===== config.mk =====
export PLATFORM = sky130hd
export DESIGN_NAME = lc3_controller_flat
export DESIGN_NICKNAME = d
export VERILOG_FILES = /design/src/rtl/lc3_controller_if.sv /design/src/rtl/lc3_controller.sv /design/src/flat_wrapper.sv
export SDC_FILE = /design/constraint.sdc
export NUM_CORES = 1
export LEC_CHECK = 0
export ABC_AREA = 1
export CAP_MARGIN = 25
export CELL_PAD_IN_SITES_DETAIL_PLACEMENT = 1
export CELL_PAD_IN_SITES_GLOBAL_PLACEMENT = 2
export CORE_MARGIN = 5
export CORE_UTILIZATION = 22
export DETAILED_ROUTE_END_ITERATION = 10
export PLACE_DENSITY = 0.81
export SLEW_MARGIN = 15
export SYNTH_ARGS = -nofsm -noshare
export SYNTH_HDL_FRONTEND = slang
export SYNTH_SLANG_ARGS = --single-unit
export TNS_END_PERCENT = 20

===== constraint.sdc =====
create_clock -name clk -period 3.5 [get_ports clk]
set_input_delay 0.7 -clock clk [delete_from_list [all_inputs] [get_ports clk]]
set_output_delay 0.7 -clock clk [all_outputs]
set_load 0.005 [all_outputs]

===== src/rtl/lc3_controller_if.sv =====
// Handshake and control bundle between the LC-3 pipeline controller and the datapath/memories.
// The master side is the controller; the slave side is the datapath or testbench driving status.
interface lc3_controller_if;
  logic        complete_instr;
  logic        complete_data;
  logic [15:0] IR_Exec;
  logic [2:0]  psr;
  logic        enable_fetch;
  logic        enable_updatePC;
  logic        enable_decode;
  logic        enable_execute;
  logic        enable_writeback;
  logic        br_taken;
  logic [1:0]  mem_state;

  modport master (
    input  complete_instr,
    input  complete_data,
    input  IR_Exec,
    input  psr,
    output enable_fetch,
    output enable_updatePC,
    output enable_decode,
    output enable_execute,
    output enable_writeback,
    output br_taken,
    output mem_state
  );

  modport slave (
    output complete_instr,
    output complete_data,
    output IR_Exec,
    output psr,
    input  enable_fetch,
    input  enable_updatePC,
    input  enable_decode,
    input  enable_execute,
    input  enable_writeback,
    input  br_taken,
    input  mem_state
  );
endinterface


===== src/rtl/lc3_controller.sv =====
// LC-3 pipeline controller: sequences fetch/decode/execute/writeback enables, memory
// access states and branch flushes from the instruction held in the execute stage.
module lc3_controller (
  input  logic              clk,
  input  logic              reset,
  lc3_controller_if.master  ctrl
);

  typedef enum logic [2:0] {
    RUN     = 3'd0,
    MEM_IND = 3'd1,
    MEM_RD  = 3'd2,
    MEM_WR  = 3'd3,
    BR_WAIT = 3'd4
  } state_t;

  localparam logic [3:0] OP_BR  = 4'b0000;
  localparam logic [3:0] OP_ADD = 4'b0001;
  localparam logic [3:0] OP_LD  = 4'b0010;
  localparam logic [3:0] OP_ST  = 4'b0011;
  localparam logic [3:0] OP_AND = 4'b0101;
  localparam logic [3:0] OP_LDR = 4'b0110;
  localparam logic [3:0] OP_STR = 4'b0111;
  localparam logic [3:0] OP_NOT = 4'b1001;
  localparam logic [3:0] OP_LDI = 4'b1010;
  localparam logic [3:0] OP_STI = 4'b1011;
  localparam logic [3:0] OP_JMP = 4'b1100;
  localparam logic [3:0] OP_LEA = 4'b1110;

  localparam logic [1:0] MS_READ  = 2'd0;
  localparam logic [1:0] MS_IND   = 2'd1;
  localparam logic [1:0] MS_WRITE = 2'd2;
  localparam logic [1:0] MS_IDLE  = 2'd3;

  state_t     r_state;
  logic       r_vDec;
  logic       r_vExe;
  logic       r_vWb;
  logic       r_brTaken;
  logic [1:0] r_memState;
  logic       r_indStore;

  logic [3:0] w_opcode;
  logic       w_isAlu;
  logic       w_isLoad;
  logic       w_isStore;
  logic       w_isInd;
  logic       w_isBranch;
  logic       w_brCond;
  logic       w_go;
  logic       w_exeAct;
  logic       w_hazard;
  logic       w_enFetch;
  logic       w_enUpdatePC;
  logic       w_enDecode;
  logic       w_enExecute;
  logic       w_enWriteback;
  logic       w_unusedIr;

  assign w_opcode   = ctrl.IR_Exec[15:12];
  assign w_unusedIr = ^ctrl.IR_Exec[8:0];

  assign w_isAlu    = (w_opcode == OP_ADD) || (w_opcode == OP_AND) ||
                      (w_opcode == OP_NOT) || (w_opcode == OP_LEA);
  assign w_isLoad   = (w_opcode == OP_LD)  || (w_opcode == OP_LDR);
  assign w_isStore  = (w_opcode == OP_ST)  || (w_opcode == OP_STR);
  assign w_isInd    = (w_opcode == OP_LDI) || (w_opcode == OP_STI);
  assign w_isBranch = (w_opcode == OP_BR)  || (w_opcode == OP_JMP);
  assign w_brCond   = (w_opcode == OP_JMP) || ((ctrl.IR_Exec[11:9] & ctrl.psr) != 3'b000);

  // r_vWb marks a freshly captured, not yet acted-on instruction in IR_Exec.
  assign w_go      = (r_state == RUN) && ctrl.complete_instr;
  assign w_exeAct  = w_go && r_vWb;
  assign w_hazard  = w_exeAct && (w_isLoad || w_isStore || w_isInd || w_isBranch);

  assign w_enFetch     = !reset && w_go && !w_hazard;
  assign w_enUpdatePC  = w_enFetch || (!reset && (r_state == BR_WAIT));
  assign w_enDecode    = w_enFetch && r_vDec;
  assign w_enExecute   = w_enFetch && r_vExe;
  assign w_enWriteback = !reset && ((w_exeAct && w_isAlu) ||
                                    ((r_state == MEM_RD) && ctrl.complete_data));

  assign ctrl.enable_fetch     = w_enFetch;
  assign ctrl.enable_updatePC  = w_enUpdatePC;
  assign ctrl.enable_decode    = w_enDecode;
  assign ctrl.enable_execute   = w_enExecute;
  assign ctrl.enable_writeback = w_enWriteback;
  assign ctrl.br_taken         = r_brTaken;
  assign ctrl.mem_state        = r_memState;

  // A hazard cycle consumes the execute instruction and freezes the front of the pipe.
  always_ff @(posedge clk or posedge reset) begin
    if (reset) begin
      r_state    <= RUN;
      r_vDec     <= 1'b0;
      r_vExe     <= 1'b0;
      r_vWb      <= 1'b0;
      r_brTaken  <= 1'b0;
      r_memState <= MS_IDLE;
      r_indStore <= 1'b0;
    end else begin
      case (r_state)
        RUN: begin
          if (w_enFetch) begin
            r_vDec <= 1'b1;
            r_vExe <= r_vDec;
            r_vWb  <= r_vExe;
          end
          if (w_hazard) begin
            r_vWb <= 1'b0;
            if (w_isLoad) begin
              r_state    <= MEM_RD;
              r_memState <= MS_READ;
            end else if (w_isInd) begin
              r_state    <= MEM_IND;
              r_memState <= MS_IND;
              r_indStore <= (w_opcode == OP_STI);
            end else if (w_isStore) begin
              r_state    <= MEM_WR;
              r_memState <= MS_WRITE;
            end else begin
              r_state   <= BR_WAIT;
              r_brTaken <= w_brCond;
            end
          end
        end
        MEM_IND: begin
          if (ctrl.complete_data) begin
            if (r_indStore) begin
              r_state    <= MEM_WR;
              r_memState <= MS_WRITE;
            end else begin
              r_state    <= MEM_RD;
              r_memState <= MS_READ;
            end
          end
        end
        MEM_RD, MEM_WR: begin
          if (ctrl.complete_data) begin
            r_state    <= RUN;
            r_memState <= MS_IDLE;
          end
        end
        BR_WAIT: begin
          r_state   <= RUN;
          r_vDec    <= 1'b0;
          r_vExe    <= 1'b0;
          r_vWb     <= 1'b0;
          r_brTaken <= 1'b0;
        end
        default: begin
          r_state    <= RUN;
          r_memState <= MS_IDLE;
        end
      endcase
    end
  end

endmodule


===== src/flat_wrapper.sv =====
// flat-port wrapper written by rule: the top's interface ports become plain ports
module lc3_controller_flat 
  (clk, reset, ctrl_complete_instr, ctrl_complete_data, ctrl_IR_Exec, ctrl_psr, ctrl_enable_fetch, ctrl_enable_updatePC, ctrl_enable_decode, ctrl_enable_execute, ctrl_enable_writeback, ctrl_br_taken, ctrl_mem_state);
  lc3_controller_if ctrl_i ();
  input  logic clk;
  input  logic reset;
  input wire logic [$bits(ctrl_i.complete_instr)-1:0] ctrl_complete_instr;
  input wire logic [$bits(ctrl_i.complete_data)-1:0] ctrl_complete_data;
  input wire logic [$bits(ctrl_i.IR_Exec)-1:0] ctrl_IR_Exec;
  input wire logic [$bits(ctrl_i.psr)-1:0] ctrl_psr;
  output wire logic [$bits(ctrl_i.enable_fetch)-1:0] ctrl_enable_fetch;
  output wire logic [$bits(ctrl_i.enable_updatePC)-1:0] ctrl_enable_updatePC;
  output wire logic [$bits(ctrl_i.enable_decode)-1:0] ctrl_enable_decode;
  output wire logic [$bits(ctrl_i.enable_execute)-1:0] ctrl_enable_execute;
  output wire logic [$bits(ctrl_i.enable_writeback)-1:0] ctrl_enable_writeback;
  output wire logic [$bits(ctrl_i.br_taken)-1:0] ctrl_br_taken;
  output wire logic [$bits(ctrl_i.mem_state)-1:0] ctrl_mem_state;
  assign ctrl_i.complete_instr = ctrl_complete_instr;
  assign ctrl_i.complete_data = ctrl_complete_data;
  assign ctrl_i.IR_Exec = ctrl_IR_Exec;
  assign ctrl_i.psr = ctrl_psr;
  assign ctrl_enable_fetch = ctrl_i.enable_fetch;
  assign ctrl_enable_updatePC = ctrl_i.enable_updatePC;
  assign ctrl_enable_decode = ctrl_i.enable_decode;
  assign ctrl_enable_execute = ctrl_i.enable_execute;
  assign ctrl_enable_writeback = ctrl_i.enable_writeback;
  assign ctrl_br_taken = ctrl_i.br_taken;
  assign ctrl_mem_state = ctrl_i.mem_state;
  lc3_controller u_core (.clk(clk), .reset(reset), .ctrl(ctrl_i));
endmodule

==> metrics.md <==
| Metric | Value |
|---|---|
| Status | `finished, final reports clean` |
| Total CTS buffers | `3` |
| Cell family with the largest share of critical-path delay | `buffers and inverters` |
| Final cycle utilization of the critical path | `90.8%` |
| Htree depth | `1` |
| Cell chain of the critical path | `clkdlybuf4s50_1 -> nand2_2 -> nand2_1 -> nand3_1 -> nand2_2 -> nand2_2 -> nor2_2 -> clkdlybuf4s50_1` |
| Antenna violations before repair | `0` |
| P&R area growth vs syn | `42.0%` |
| Post-synth EDFFs | `0` |
| DP HPWL | `1610 um` |
| Core area | `3030 um^2` |
| Post-synth top area share | `29.2%` |
| Final Setup Violations | `0` |
| Die X | `roughly 66 um` |
| PostCTS Resize Cnt | `0` |
| RSZ-0062 raised after global routing | `no` |
| CTS hold repair buffers | `0` |
| Starting Density | `22.6%` |
| Worst-skew pair later-pin latency | `between 200 and 300 ps` |
| Warnings from Yosys | `0` |
| Max Cap Viol | `0` |
| First-pass GRT wire length | `around 3400 um` |
| Power density over the cells | `745 nW/um^2` |
| Max FO, Critical Path | `6` |
| Setup bufs post-CTS | `0` |
| Multi-input gate area | `~370 um^2` |
| Worst Path Arrival | `2480 ps` |
| Rel. slew slack | `72.0%` |
| Crit Path Class | `input port to primary output` |
| IO buf count | `21` |
| CTS clk-pin slew, worst paths | `about 70 ps` |
| DRC | `0` |
| Count leader, synth | `nand2_1` |
| Setup ws final | `~320 ps` |
| Layout Skew | `0.357 ps` |
| Slowest CP cell | `clkdlybuf4s50_1` |
| Most frequent cell on the critical path | `nand2_2` |
| Max incr delay on CP | `570 ps` |
| Die Y | `65.8 um` |
| Synthesized flop and latch total | `10` |
| N_diodes | `0` |
| Pleak | `approximately 0.45 nW` |
| Die area | `4330 um^2` |
| Via density | `4.35` |
| Post-Place Setup Slack | `307 ps` |
| Share of layout cells above drive strength 1 | `13.0%` |
| TritonCTS clock tree | `built` |
| TritonRoute pass-1 iters | `4` |
| Hold Path Class | `flop to flop` |
| Final hold viol count | `0` |
| GRT Total Usage | `10.3%` |
| Slew Limit Fails | `0` |
| Critical Path Start Type | `input port` |
| Fin Setup TNS | `0 ps` |
| Routed Antenna Nets | `0` |
| Peak VDD IR | `0.134 mV` |
| Period minus WS final | `between 3000 and 4000 ps` |
| # IOs | `31` |
| Syn Nets | `122` |
| Total Wirelength | `1960 um` |
| Top cells by area, synth | `dfrtp_1 29%, nand2_1 13%, inv_1 8.8%` |
| Vias in the first global route | `765` |
| Area leader, netlist | `dfrtp_1` |
| CTS root buf | `clkbuf_4` |
| Worst setup EP type | `primary output` |
| CTS max path bufs | `2` |
| Max Freq | `315 MHz` |
| FF+latch area | `253 um^2` |
| Row Count | `20` |
| Congestion Overflow GR | `0` |
| Synth Area per Inst | `6.93 um^2` |
| Number of DRC markers in iteration 0 | `10` |
| Post-synth ARST share | `100%` |
| Bufs and invs on worst path | `2` |
| Clock Sinks | `10` |
| Worst-margin pin slew | `416 ps` |
| Final nets | `148` |
| Ys flop type | `dfrtp_1` |
| DR vias | `about 730` |
| Critical Path RT | `approximately 2800 ps` |
| Final Util | `32.1%` |
| Largest net degree at the start of global routing | `11` |
| Fill count | `389` |
| Synthesized cell area | `between 600 and 700 um^2` |
| Netlist cell types | `21` |
| Synthesized instance count | `99` |
| WL per Instance | `11.7 um` |
| Commonest cells post-synth | `24 x nand2_1, 16 x inv_1, 9 x nor2_1, 8 x dfrtp_1, 8 x nand3_1` |
| Routability Congestion | `0.744` |
| Sequential-to-total area share from yosys stat | `around 37%` |
through the flow:
stage | hold WS (ps) | cells | total power [W] | instance area [um^2]
2_1_floorplan | 441 | 99 | 0.000496 | 686
3_5_place_dp | 453 | 164 | 0.000648 | 951
5_1_grt | 475 | 167 | 0.000798 | 973
4_1_cts | 465 | 167 | 0.000737 | 973
3_3_place_gp | 450 | 164 | 0.000635 | 951
6_report | 461 | 167 | 0.000725 | 973
registers in the layout, indices dropped and copies added, names as in the netlist:
register and count:
u_core.r_vExe 1, u_core.r_vDec 1, u_core.r_state 3, u_core.ctrl.br_taken 1, u_core.ctrl.mem_state 2, u_core.r_vWb 1
u_core.r_indStore 1
report_power, final:
part            total, W  internal (W)  switching (W)
Sequential      0.000219      0.000177      0.0000416
Clock          0.0000841     0.0000398      0.0000442
Combinational   0.000422      0.000173       0.000249
Total           0.000725      0.000391       0.000335
final timing paths:
kind	cells past startpoint	end	slack, ps	from
min	2	u_core.ctrl.mem_state[1]	460	u_core.ctrl.mem_state[1]
max reg2reg	7	u_core.r_state[0]	2020	u_core.r_state[0]
min reg2reg	2	u_core.ctrl.mem_state[1]	460	u_core.ctrl.mem_state[1]
min in group asynchronous	2	u_core.r_vExe	820	reset
max	8	ctrl_enable_decode	320	ctrl_IR_Exec[15]
max in group asynchronous	2	u_core.ctrl.mem_state[1]	2360	reset
area by class of cell:
class | instances | area share (%)
multi-input combinational | 73 | 38.3
sequential | 10 | 26.0
timing repair buffer | 21 | 21.6
inverter | 16 | 6.17
tap | 44 | 5.66
clock buffer | 3 | 2.31
worst min-delay path, delay by kind of cell, from the launching register on:
family	cells	cell delay, ps
DFF	1	370
and+or+nand+nor	2	90
cells in the final DEF (no fill, tap or decap):
cell type | Yosys | final
nor2_4 | 2 | 2
nor2_2 | 1 | 1
nor3_1 | 1 | 1
a21boi_0 | 1 | 1
inv_1 | 16 | 16
o21ai_2 | 2 | 2
nand2_2 | 5 | 5
o21ai_1 | 2 | 2
nand3_1 | 8 | 8
nand3_2 | 1 | 1
o211ai_1 | 1 | 1
nand4_1 | 4 | 4
nor2_1 | 9 | 9
clkbuf_4 | 0 | 3
a22oi_1 | 1 | 1
nand3b_1 | 1 | 1
clkdlybuf4s50_1 | 0 | 21
a31oi_1 | 1 | 1
dfrtp_1 | 8 | 8
dfstp_2 | 2 | 2
o21ai_0 | 4 | 4
nand2_1 | 24 | 24
a21oi_1 | 5 | 5
logic make-up (layout without fill, tap and decap cells):
group | after synthesis | after routing | synth area share [%]
AO/OA/AOI/OAI | 17 | 17 | 14.8
flip-flops | 10 | 10 | 36.9
AND/OR/NAND/NOR | 56 | 56 | 39.6
buffers and inverters | 16 | 40 | 8.76
routing by layer:
| layer | share of wire (%) | global-route usage (%) |
|---|---|---|
| met5 | 0 | 0 |
| met4 | 1.1 | 5.44 |
| met3 | 3.9 | 2.72 |
| met2 | 47 | 17.0 |
| met1 | 48 | 12.1 |
Note: power is estimated with default switching activity, not from simulation.
